===== src/rtl/seq_divider_64_32_pkg.sv =====
// Shared definitions for the sequential 64/32 restoring divider:
// default widths, FSM encoding and the error-result quotient.
package seq_divider_64_32_pkg;

  localparam int WIDTH = 32;
  localparam int CNT_W = 5;

  typedef enum logic [1:0] {
    ST_IDLE = 2'd0,
    ST_CALC = 2'd1,
    ST_DONE = 2'd2
  } state_t;

  // Quotient reported for divide-by-zero and quotient overflow.
  localparam logic [WIDTH-1:0] QUOT_ONES = '1;

endpackage


===== src/rtl/seq_divider_64_32_div_step.sv =====
// One radix-2 restoring step: shift the next dividend bit into the partial
// remainder and subtract the divisor when it fits.
module seq_divider_64_32_div_step #(
  parameter int WIDTH = 32
) (
  input  logic [WIDTH-1:0] rem,
  input  logic             din,
  input  logic [WIDTH-1:0] b,
  output logic [WIDTH-1:0] rem_next,
  output logic             qbit
);

  logic [WIDTH:0] t;
  logic [WIDTH:0] diff;

  // The extra top bit keeps the compare exact even when rem has its MSB set.
  assign t        = {rem, din};
  assign diff     = t - {1'b0, b};
  assign qbit     = (t >= {1'b0, b});
  assign rem_next = qbit ? diff[WIDTH-1:0] : t[WIDTH-1:0];

endmodule


===== src/rtl/seq_divider_64_32.sv =====
// Sequential unsigned 64/32 divider, one quotient bit per cycle, with
// valid/ready handshakes on the operand and result sides.
module seq_divider_64_32
  import seq_divider_64_32_pkg::*;
#(
  parameter int WIDTH = seq_divider_64_32_pkg::WIDTH,
  parameter int CNT_W = seq_divider_64_32_pkg::CNT_W
) (
  input  logic               clk,
  input  logic               rst,
  input  logic               in_valid,
  output logic               in_ready,
  input  logic [2*WIDTH-1:0] A,
  input  logic [WIDTH-1:0]   B,
  output logic               out_valid,
  input  logic               out_ready,
  output logic [WIDTH-1:0]   Q,
  output logic [WIDTH-1:0]   R,
  output logic               DIV0,
  output logic               OVF,
  output logic               busy,
  output logic [1:0]         state_dbg
);

  // Handshake: a transfer happens on a rising edge where valid and ready are
  // both high; operands are latched at that edge, and the result is held
  // unchanged from out_valid rising until the edge that sees out_ready.

  localparam logic [WIDTH-1:0] Q_ONES = '1;

  state_t           state, state_next;
  logic [CNT_W-1:0] cnt;
  logic [WIDTH-1:0] rem, qsh, b_q;
  logic [WIDTH-1:0] q_q, r_q;
  logic             div0_q, ovf_q;
  logic [WIDTH-1:0] rem_next;
  logic             qbit;
  logic             accept, b_zero, quot_ovf, last_step;

  assign accept    = in_valid && (state == ST_IDLE);
  assign b_zero    = (B == '0);
  assign quot_ovf  = !b_zero && (A[2*WIDTH-1:WIDTH] >= B);
  assign last_step = (cnt == CNT_W'(WIDTH - 1));

  seq_divider_64_32_div_step #(.WIDTH(WIDTH)) u_step (
    .rem      (rem),
    .din      (qsh[WIDTH-1]),
    .b        (b_q),
    .rem_next (rem_next),
    .qbit     (qbit)
  );

  always_ff @(posedge clk) begin
    if (rst) state <= ST_IDLE;
    else     state <= state_next;
  end

  always_comb begin
    state_next = state;
    case (state)
      ST_IDLE: if (accept) state_next = (b_zero || quot_ovf) ? ST_DONE : ST_CALC;
      ST_CALC: if (last_step) state_next = ST_DONE;
      ST_DONE: if (out_ready) state_next = ST_IDLE;
      default: state_next = ST_IDLE;
    endcase
  end

  always_ff @(posedge clk) begin
    if (rst) begin
      cnt    <= '0;
      rem    <= '0;
      qsh    <= '0;
      b_q    <= '0;
      q_q    <= '0;
      r_q    <= '0;
      div0_q <= 1'b0;
      ovf_q  <= 1'b0;
    end else begin
      case (state)
        ST_IDLE: begin
          if (accept) begin
            if (b_zero || quot_ovf) begin
              div0_q <= b_zero;
              ovf_q  <= quot_ovf;
              q_q    <= Q_ONES;
              r_q    <= A[WIDTH-1:0];
            end else begin
              rem    <= A[2*WIDTH-1:WIDTH];
              qsh    <= A[WIDTH-1:0];
              b_q    <= B;
              cnt    <= '0;
              div0_q <= 1'b0;
              ovf_q  <= 1'b0;
            end
          end
        end
        ST_CALC: begin
          rem <= rem_next;
          qsh <= {qsh[WIDTH-2:0], qbit};
          cnt <= cnt + 1'b1;
          if (last_step) begin
            q_q <= {qsh[WIDTH-2:0], qbit};
            r_q <= rem_next;
          end
        end
        default: ;
      endcase
    end
  end

  assign in_ready  = (state == ST_IDLE);
  assign out_valid = (state == ST_DONE);
  assign busy      = (state != ST_IDLE);
  assign Q         = q_q;
  assign R         = r_q;
  assign DIV0      = div0_q;
  assign OVF       = ovf_q;
  assign state_dbg = state;

endmodule

===== config.mk =====
export PLATFORM = sky130hd
export DESIGN_NAME = seq_divider_64_32
export DESIGN_NICKNAME = d
export VERILOG_FILES = /design/src/rtl/seq_divider_64_32_pkg.sv /design/src/rtl/seq_divider_64_32_div_step.sv /design/src/rtl/seq_divider_64_32.sv
export SDC_FILE = /design/constraint.sdc
export NUM_CORES = 1
export LEC_CHECK = 0
export CAP_MARGIN = 15
export CELL_PAD_IN_SITES_DETAIL_PLACEMENT = 0
export CELL_PAD_IN_SITES_GLOBAL_PLACEMENT = 1
export CORE_MARGIN = 1
export CORE_UTILIZATION = 30
export DETAILED_ROUTE_END_ITERATION = 8
export GPL_TIMING_DRIVEN = 0
export PLACE_DENSITY_LB_ADDON = 0.1
export SYNTH_ARGS = -nofsm -noshare
export SYNTH_HDL_FRONTEND = slang
export SYNTH_SLANG_ARGS = --single-unit

===== constraint.sdc =====
create_clock -name clk -period 3.5 [get_ports clk]
set_input_delay 0.35 -clock clk [delete_from_list [all_inputs] [get_ports clk]]
set_output_delay 0.35 -clock clk [all_outputs]
set_load 0.02 [all_outputs]

==> summary.txt <==
Floorplanning
  – Die width: 184 µm
  – Row cnt: 66
  – Die height: 184 µm
  – Die area: 33800 µm²
  – # IOs: 171
  – Core region area: 32500 µm²
  – Initial Utilization: 30.5%

CTS
  – H-tree level count: 4
  – CTS tree: done
  – CTS buffer count: 17
  – Clk slew on worst S/H paths: 0.08 ns
  – Clock buffer depth: 2
  – Clock latency on the worst-skew pair: 0.44 ns
  – Clock sinks: 169
  – Clock root cell: clkbuf_16

STA
  – Tmin final: 3.40 ns
  – Clk_skew: 0.0172 ns
  – Setup TNS Final: 0 ns
  – Max-slew violation count: 0
  – Worst Max-Slew Pin Slew: 0.947 ns
  – Max_slew headroom: 36.8%
  – RSZ-0062 raised after global routing: false
  – Period Utilization, post-route: 97.3%
  – # setup viols final: 0
  – Final Hold Fails: 0
  – F_max: 294 MHz

Global routing
  – Largest net degree at the start of global routing: 19
  – Global-route wire length before repair: 58.4 mm
  – Vias in the first global route: 9715
  – Antenna violations before repair: 0
  – Overall Global Routing Usage: 23.0%
  – GRT overflow: 0

Route
  – Avg WL per Cell: 20.4 µm
  – Routed vias/inst: 5.20
  – Antenna-violating nets left: 0
  – DR iter-0 viols: 584
  – DRC viols: 0
  – Vias: 9803
  – Detailed Routing Iterations Pass 1: 5
  – Final WL: 38.4 mm

Layout
  – Layout area overhead: 29.8%
  – Share of cells above drive strength 1: 9.21%
  – Final-layout fill cell count: 3502
  – Nets: 1598
  – N_diodes: 0

Logic synthesis
  – Synth Register Bits: 169
  – Top-area cell type share of the netlist area: 34.1%
  – Area leader, netlist: dfxtp_1
  – Asr flop ratio synth: 0%
  – Ys Warns: 0
  – Post-synth EDFFs: 0
  – Cell Area, Synth: 9930 µm²
  – Yosys cell types: 71
  – Top post-synthesis cells by count: 169 x dfxtp_1, 141 x nand2_1, 135 x nor2_1
  – Ys flop type: dfxtp_1
  – Syn_nets: 1409
  – Cell with the most instances after synthesis: dfxtp_1
  – Cells after Synth: 1242
  – Seq/Total Area, Yosys: 34.1%
  – Synth area leaders: dfxtp_1 34%, ha_1 8.3%, nand2_1 5.3%
  – Mean post-synth cell area: 7.99 µm²

Placed design
  – Placer Congestion: 0.864
  – DP Wirelength: 30.7 mm
  – PortBufs: 169

Pwr
  – Final Power: 7.26 mW
  – Power per cell area: 564 nW/µm²
  – Leakage power: 5.02 nW
  – Worst vdd ir: 0.000351 V

Worst hold path
  – Hold wc startpoint: B[23]
  – WHS Endpoint: b_q[23]
  – Worst min path class: input pin to flop
  – Hold path depth: 3

Status
  – Status: finished, final reports clean

Worst setup path
  – CP Launch Point: b_q[1]
  – Worst r2r path cells: 11
  – CP max FO: 5
  – Worst Setup Path Type: flop to flop
  – Startpoint Class: flop
  – Register-to-register setup slack: 0.1 ns
  – Crit. End Element: flop
  – WP data required: 3.81 ns
  – R2R Path Start: b_q[1]
  – Worst r2r dst: R[23]
  – Crit path DAT: 3.71 ns

Flow run
  – Max Cap Viol: 0
kinds of logic (layout without fill, tap and decap cells):
| group | count (synthesis) | after routing | synth area share [%] |
|---|---|---|---|
| buffers and inverters | 157 | 359 | 6.91 |
| flip-flops | 169 | 169 | 34.1 |
| AO/OA/AOI/OAI | 334 | 334 | 23.5 |
| XOR/XNOR | 19 | 19 | 1.68 |
| multiplexers | 45 | 45 | 4.69 |
| adder cells (fa/ha/maj) | 67 | 67 | 8.52 |
| AND/OR/NAND/NOR | 451 | 451 | 20.6 |
sequential cells by signal, indices dropped and copies added, names as in the netlist:
signal     flops
Q             32
R             32
b_q           32
qsh           32
rem           32
cnt            5
state_dbg      2
DIV0           1
OVF            1
worst max-delay path by stage:
stage                   to  slack [ns]  cells after the start
global route        b_q[2]       0.003                     11
CTS                  Q[29]       0.005                     14
detailed placement  b_q[3]       -0.66                     12
global placement    b_q[2]       -0.68                     12
finish               R[23]         0.1                     11
floorplan            R[24]        0.82                     13
layout make-up:
class / count / area, µm² / share of cell area [%]
plain buffers: 84 / 428 / 3.32
flip-flops and latches: 169 / 3380 / 26.3
clock buffers: 18 / 429 / 3.33
clock inverters: 14 / 150 / 1.17
well taps: 442 / 553 / 4.29
repair buffers: 170 / 1700 / 13.2
inverters: 73 / 274 / 2.13
multi-input cells: 916 / 5970 / 46.3
stage by stage:
stage	util (%)	hold WS, ns	setup WS (ns)	instances	cell area [µm²]
floorplan	-	0.439	0.815	1242	9930
global placement	37.4	0.470	-0.677	1853	12200
detailed placement	37.4	0.482	-0.663	1853	12200
CTS	39.3	0.499	0.00489	1885	12800
global route	39.6	0.365	0.00344	1886	12900
finish	39.6	0.337	0.0951	1886	12900
placed cells by master, fill, tap and decap left out, types with 14 or more instances in the layout:
cell type          n
inv_1             73
xnor2_1           15
a21o_1            25
a311oi_1          15
a311oi_2          22
mux2i_1           33
a21oi_1           55
nand3_1           19
clkbuf_16         17
o21a_1            14
nand2_1          141
clkbuf_1          42
nand4_1           19
clkdlybuf4s50_1  168
ha_1              66
nor3_1            77
a31oi_1           54
buf_2             22
dfxtp_1          169
nor2_1           133
o21ai_0           84
per-layer routing:
metal  vias to the layer above  part of all wire, %  global-route usage (%)
met1                      4676                   48                    31.5
met5                         -                    0                       0
met2                       236                   46                    38.1
met4                         0                  1.9                    6.10
met3                        35                  4.3                    2.61
li1                       4856                    -                       -
report_power, final:
group,internal (mW),switching (mW),total [mW]
Combinational,1.21,1.83,3.04
Sequential,2.14,0.164,2.30
Clock,0.957,0.968,1.93
critical path, stage by stage (launching register included):
cell	delay (ns)
dfxtp_1	0.35
inv_1	0.08
ha_1	0.29
nor2b_1	0.17
o2111a_1	0.22
o31a_1	0.20
o21ai_2	0.13
a2111oi_0	0.69
o311ai_0	0.28
and3_1	0.28
o311ai_4	0.44
a31oi_1	0.14
timing repair:
action	4_1_cts	5_1_grt
pin swaps	0	1
buffers inserted	0	0
hold buffers	0	0
setup endpoints to repair	106	151
cloned	0	1
resized for setup	12	23
(Power assumes the default switching activity.)
